### src/rtl/piso20_tx_ctrl.sv
// Control sequencer for a 20-bit PISO shift register: valid/ready word intake, LSB-first bit pacing, frame status.
// Optional inter-frame idle gap is compiled in with `define PISO20_TX_GAP_EN.
module piso20_tx_ctrl #(
  parameter int BIT_DIV  = 4,
  parameter int GAP_BITS = 2
) (
  input  logic        clk,
  input  logic        rst_n,
  input  logic        req_valid,
  input  logic [19:0] req_data,
  output logic        req_ready,
  output logic [19:0] p_out,
  output logic        capture,
  output logic        shift,
  output logic        tx_active,
  output logic [4:0]  bit_idx,
  output logic        done
);

  localparam int             DIV_W    = (BIT_DIV > 1) ? $clog2(BIT_DIV) : 1;
  localparam logic [DIV_W-1:0] DIV_LAST = DIV_W'(BIT_DIV - 1);
  localparam logic [4:0]     BIT_LAST = 5'd19;

  localparam logic [1:0] S_IDLE  = 2'd0;
  localparam logic [1:0] S_SHIFT = 2'd1;
  localparam logic [1:0] S_GAP   = 2'd2;

  logic [1:0]       state, state_nx;
  logic [DIV_W-1:0] div_cnt;
  logic [4:0]       bit_cnt;
  logic             bit_end, frame_end;

  assign bit_end   = (state == S_SHIFT) && (div_cnt == DIV_LAST);
  assign frame_end = bit_end && (bit_cnt == BIT_LAST);

`ifdef PISO20_TX_GAP_EN
  localparam int GAP_CYC = GAP_BITS * BIT_DIV;
  localparam int GAP_W   = (GAP_CYC > 1) ? $clog2(GAP_CYC) : 1;
  localparam logic [GAP_W-1:0] GAP_LAST = GAP_W'(GAP_CYC - 1);

  logic [GAP_W-1:0] gap_cnt;
  logic             gap_end;

  assign gap_end = (state == S_GAP) && (gap_cnt == GAP_LAST);

  // Gated by rst_n so no capture strobe can reach the register while it is held in reset.
  assign req_ready = rst_n && (state == S_IDLE);

  always_ff @(posedge clk or negedge rst_n) begin
    if (!rst_n)                              gap_cnt <= '0;
    else if ((state == S_GAP) && !gap_end)   gap_cnt <= gap_cnt + 1'b1;
    else                                     gap_cnt <= '0;
  end
`else
  assign req_ready = rst_n && ((state == S_IDLE) || frame_end);
`endif

  assign p_out     = req_data;
  assign capture   = req_valid && req_ready;
  assign shift     = bit_end;
  assign done      = frame_end;
  assign tx_active = (state == S_SHIFT);
  assign bit_idx   = tx_active ? bit_cnt : 5'd0;

  always_comb begin
    state_nx = state;
    case (state)
      S_IDLE:  if (capture) state_nx = S_SHIFT;
      S_SHIFT: begin
        if (frame_end) begin
`ifdef PISO20_TX_GAP_EN
          state_nx = S_GAP;
`else
          // Back-to-back word accepted in the done cycle keeps us shifting.
          state_nx = capture ? S_SHIFT : S_IDLE;
`endif
        end
      end
`ifdef PISO20_TX_GAP_EN
      S_GAP:   if (gap_end) state_nx = S_IDLE;
`endif
      default: state_nx = S_IDLE;
    endcase
  end

  always_ff @(posedge clk or negedge rst_n) begin
    if (!rst_n) state <= S_IDLE;
    else        state <= state_nx;
  end

  always_ff @(posedge clk or negedge rst_n) begin
    if (!rst_n) begin
      div_cnt <= '0;
      bit_cnt <= '0;
    end else if (capture || (state != S_SHIFT)) begin
      div_cnt <= '0;
      bit_cnt <= '0;
    end else if (bit_end) begin
      div_cnt <= '0;
      bit_cnt <= frame_end ? 5'd0 : bit_cnt + 5'd1;
    end else begin
      div_cnt <= div_cnt + 1'b1;
    end
  end

endmodule

### config.mk
export PLATFORM = sky130hd
export DESIGN_NAME = piso20_tx_ctrl
export DESIGN_NICKNAME = d
export VERILOG_FILES = /design/src/rtl/piso20_tx_ctrl.sv
export SDC_FILE = /design/constraint.sdc
export NUM_CORES = 1
export LEC_CHECK = 0
export ABC_AREA = 1
export CAP_MARGIN = 40
export CORE_UTILIZATION = 35
export DETAILED_ROUTE_END_ITERATION = 8
export PLACE_DENSITY = 0.87
export SETUP_SLACK_MARGIN = 0.5
export SLEW_MARGIN = 20
export SYNTH_ARGS = -nofsm -noshare
export SYNTH_HDL_FRONTEND = slang
export SYNTH_SLANG_ARGS = --single-unit
export TNS_END_PERCENT = 5
### constraint.sdc
create_clock -name clk -period 3 [get_ports clk]
set_input_delay 0.3 -clock clk [delete_from_list [all_inputs] [get_ports clk]]
set_output_delay 0.3 -clock clk [all_outputs]
set_load 0.03 [all_outputs]
Yosys cells after proc, flatten, opt, wreduce, memory -nomap -nowiden
Index checks and enable logic that the tools add are counted.

Output and inout port bits: 30. Word-level logic and storage cells: 30. Bits in registers: 9. Input bits: 23.

Reductions and logical operators: 9. Equality and inequality tests: 6. Mux-type cells: 10. $add $sub $neg: 2.

Operators with widths (number): 2-to-1 mux 5 bit (4); 2-to-1 mux 2 bit (4); adder 5 x 1 -> 5 bit (second input constant) (1); == test 5 bit (second input constant) (1); logical AND 1 bit (4); inequality test 2 x 1 -> 1 bit (second input constant) (2); case mux 2 bit (2 select lines) (1); adder 2 x 1 -> 2 bit (second input constant) (1); == test 2 x 1 -> 1 bit (second input constant) (1); == test 2 bit (second input constant) (1); logical NOT 2 bit (1); logical OR 1 bit (2); inequality test 2 bit (second input constant) (1); AND reduction 2 bit (1); nonzero test 2 bit (1); 2-to-1 mux 1 bit (1).

Logic depth before layout (Yosys ltp)
Word-level depth: 9. Mapped depth: 9. Depth with buffers taken out: 8.

Least setup slack after synthesis
No wires, ideal clock.

Kind: flip-flop to output port. Start point: register state[0]. End point: output req_ready. Slack: 1.260 ns. Arrival time: 1.440 ns. Stages on the path, launching flop included: 8. Data required time: 2.700 ns. Buffers on the path: 1. Cell sequence: dfrtp_1 > buf_6 > nand2_2 > nor2_2 > nand2_2 > nand2_4 > inv_1 > nor2_1.

Longest elaborated chain between the ends: 5.

RTL lines: start, declared (line 28) `logic [1:0] state, state_nx;`; start signal, assigned (line 88) `else state <= state_nx;`; == test 2 x 1 -> 1 bit (line 33) `assign bit_end = (state == S_SHIFT) && (div_cnt == DIV_LAST);`; logical AND 1 bit (line 33); logical AND 1 bit (line 34) `assign frame_end = bit_end && (bit_cnt == BIT_LAST);`; logical OR 1 bit (*) (line 55) `assign req_ready = rst_n && ((state == S_IDLE) || frame_end);`; logical AND 1 bit (*) (line 55); end, declared (line 11) `output logic req_ready,`.

Mark *: on every way between the ends. The rest lies on a longest branch, timed or not.

Final worst setup path
Start point: register bit_cnt[0]. End point: output capture.

Longest elaborated chain between the ends: 5.

RTL lines: start, declared (line 30) `logic [4:0] bit_cnt;`; start signal, assigned (line 100) `bit_cnt <= frame_end ? 5'd0 : bit_cnt + 5'd1;`; == test 5 bit (line 34); logical AND 1 bit (line 34); logical OR 1 bit (line 55); logical AND 1 bit (line 55); logical AND 1 bit (line 59) `assign capture = req_valid && req_ready;`; end, declared (line 13) `output logic capture,`.

No other way between the ends.

==> out/qor_table.md <==
| Stage | Item | Reported |
|---|---|---|
| run status | Outcome | completed |
| timing | Least-Margin Pin Slew | 0.459 ns |
| detailed routing | Wirelength per Cell | 10.2 um |
| detailed routing | Total Routed Length | 1100 um |
| finish | Footprint of the multi-input gates | 226 um2 |
| synth | Gate Count Post-Synth | 90 |
| synth | Simple-gate area share of the yosys netlist | 0.262 |
| clock network | Number of hold buffers added after CTS | 0 |
| global route | Pin count of the biggest net entering global routing | 11 |
| synth | Post-synthesis instance area | 663 um2 |
| power and ir drop | Power per cell area | 285 nW/um2 |
| clock network | Clock transition at the registers of the reported paths | 0.05 ns |
| global route | Global-route wire length before repair | 1750 um |
| clock network | H-tree levels | 1 |
| detailed routing | Via count of the routed design | 456 |
| synth | XOR/XNOR share of the synthesized area | 0.0264 |
| floorplan | I/O Pins | 53 |
| power and ir drop | Leakage power of the design | 0.382 nW |
| floorplan | Width of the die | 45.5 um |
| synth | Synthesized-area fraction occupied by adder cells | 0.0377 |
| global route | Vias in the first global route | 423 |
| synth | Proportion of netlist area held by the largest area contributor | 0.302 |
| synth | Post-synthesis cell type with the largest combined area | dfrtp_1 |
| worst setup path | Critical Path Max Stage Delay | 0.66 ns |
| worst setup path | Kind of capture point of the worst setup path | output pin |
| timing | Skew final | 0.000938 ns |
| finish | Most common cell after layout, fill and taps aside | nand2_1 |
| finish | Layout cell share with drive strength beyond 1 | 0.120 |
| worst setup path | Biggest fanout along the worst timing path | 5 |
| power and ir drop | Largest vdd supply drop | 0.000215 V |
| clock network | TritonCTS clock tree | yes |
| synth | Complex-gate fraction of the synthesized area | 0.0151 |
| timing | RSZ-0062 raised after global routing | yes |
| synth | Post-Synthesis Net Count | 115 |
| placed design | Number of I/O port buffers | 12 |
| finish | Top library cells by usage in the layout, fill and taps aside | nand2_1, inv_1, clkdlybuf4s50_1 |
| finish | Layout filler cell count | 187 |
| timing | Achievable Freq | 0.419 GHz |
| synth | Post-Syn Area per Cell | 7.37 um2 |
| detailed routing | DRC viols | 0 |
| worst setup path | Cells along the critical path | ha_1 > nand2_1 > nor2_2 > nand2_2 > nand2_4 > nand3_4 > inv_1 > clkdlybuf4s50_1 |
| clock network | Inserted Clock Buffers | 3 |
| synth | Register area share after synthesis | 0.302 |
| placed design | HPWL Detailed | 913 um |
| worst setup path | Critical Path AT | 2.08 ns |
| detailed routing | Antenna-violating nets left | 0 |
| run | Max Cap Viol | 0 |
| placed design | Placed insts | 105 |
| synth | Combinational family with the most area after synthesis | buffers and inverters |
| global route | Initial antenna violation count | 0 |
| clock network | Number of buffers between clock root and the deepest sink | 2 |
| placed design | Final weighted congestion in routability-driven placement | 0.855 |
| finish | Antenna diode instance count | 0 |
| timing | Period minus WS final | 2.38 ns |
| finish | Area added between synthesis and finish | 1.13% |
| worst setup path | Cell with the biggest individual delay on the critical path | clkdlybuf4s50_1 |
| finish | End-of-flow core utilization | 0.384 |
| synth | Top cells by area in the synthesized netlist | dfrtp_1, buf_4, nand2_1 |
| clock network | Num Clock Sinks | 8 |
| finish | Fin nets | 110 |
| synth | Synthesized flop and latch total | 8 |
| detailed routing | Via density per instance | 4.22 |
| timing | Setup-failing EPs final | 0 |
| floorplan | Starting density of the core | 0.380 |
| worst setup path | Required @ worst endpoint | 2.70 ns |
| floorplan | Die Outline Area | 2070 um2 |
| floorplan | Core ar. | 1750 um2 |
| synth | Yosys warning total | 0 |
| timing | Setup slack after layout | 0.615 ns |
| clock network | Insertion delay of the later-clocked pin in the worst-skew pair | 0.24 ns |
| placed design | Post-place setup slack | 0.726 ns |
| worst setup path | WS Path Type | reg -> out |
| detailed routing | Pre-antenna DRT Iters | 4 |
| finish | Post-route insts no fill | 108 |
| worst setup path | Launching element type of the critical path | register |
| finish | Footprint of the flip-flops and latches | 200 um2 |
| global route | Global Route Usage Sum | 0.119 |
| timing | Final hold violations | 0 |
| timing | Final Cycle Share | 0.795 |
| synth | Fraction of synthesized area in multiplexers | 0 |
| synth | Synth cell types | 17 |
| detailed routing | Number of DRC violations after detailed-routing iteration 0 | 7 |
| worst setup path | Worst path bufs/invs | 2 |
| clock network | Clock root buffer master | clkbuf_4 |
| worst setup path | Top Family by Delay on Critical Path | buffers and inverters |
| timing | Slew headroom | 0.693 |
| timing | TNS Setup | 0 ns |
| floorplan | Chip height | 45.5 um |
| timing | Fin. max-slew vios | 0 |
| global route | Leftover overflow at the end of global routing | 0 |
| floorplan | Number of cell rows | 15 |
| min path | Worst min path class | in -> async |
[registers in the layout, summed over array words and instances (netlist names)]
name / cells
bit_cnt: 5
div_cnt: 2
state: 1
[synth_stat cells, drive strengths merged]
cell	n
xnor2	1
nand4	1
buf	22
o21ai	2
inv	18
nor2	8
nand2	20
ha	2
nand3	7
xor2	1
dfrtp	8
[power by group]
part / internal [mW] / switching (mW)
logic: 0.00243 / 0.00348
registers: 0.108 / 0
clock network: 0.0454 / 0.0315
total: 0.156 / 0.0349
[per-layer routing]
metal / track usage / wire (um) / up-vias
met4: 0.0788 / 0 / 0
li1: - / - / 232
met3: 0.0238 / 99 / 0
met5: 0 / 0 / -
met2: 0.197 / 542 / 24
met1: 0.138 / 461 / 200
[cells by family after synthesis]
group                      after synthesis
DFF                                      8
AOI/OAI and AO/OA                        2
buffers and inverters                   40
adders and majority gates                2
and+or+nand+nor                         36
xor gates and xnor gates                 2
[final timing paths]
| kind | slack, ns | depth (start not counted) | to | startpoint |
|---|---|---|---|---|
| worst max-delay path | 0.62 | 8 | capture | bit_cnt[0]$_DFFE_PN0P_ |
| worst min-delay path | 0.38 | 1 | bit_cnt[1]$_DFFE_PN0P_ | rst_n |
| worst max register to register | 1.61 | 8 | bit_cnt[4]$_DFFE_PN0P_ | bit_cnt[0]$_DFFE_PN0P_ |
| worst min register to register | 0.43 | 1 | div_cnt[0]$_DFF_PN0_ | div_cnt[0]$_DFF_PN0_ |
| max in group asynchronous | 2.31 | 1 | bit_cnt[4]$_DFFE_PN0P_ | rst_n |
| min in group clk | 0.43 | 1 | div_cnt[0]$_DFF_PN0_ | div_cnt[0]$_DFF_PN0_ |
[repair_timing]
item                       4_1_cts  5_1_grt
buffers inserted                 0        0
gates resized for setup          0        1
setup endpoints to repair        0        2
[final cells by class]
type	instances	share of cell area
inverter	18	0.101
timing repair buffer	12	0.183
multi-input combinational	42	0.338
clock buffer	3	0.0336
sequential	8	0.299
tap	25	0.0466
[per-stage QoR]
step | cell area [um2] | hold WS (ns) | total power, mW
floorplan | 663 | 0.00441 | 0.160
global route | 671 | 0.397 | 0.200
finish | 671 | 0.377 | 0.191
CTS | 668 | 0.382 | 0.195
global placement | 646 | 0.420 | 0.116
detailed placement | 646 | 0.427 | 0.116
Power figures use the tool's default switching activity.
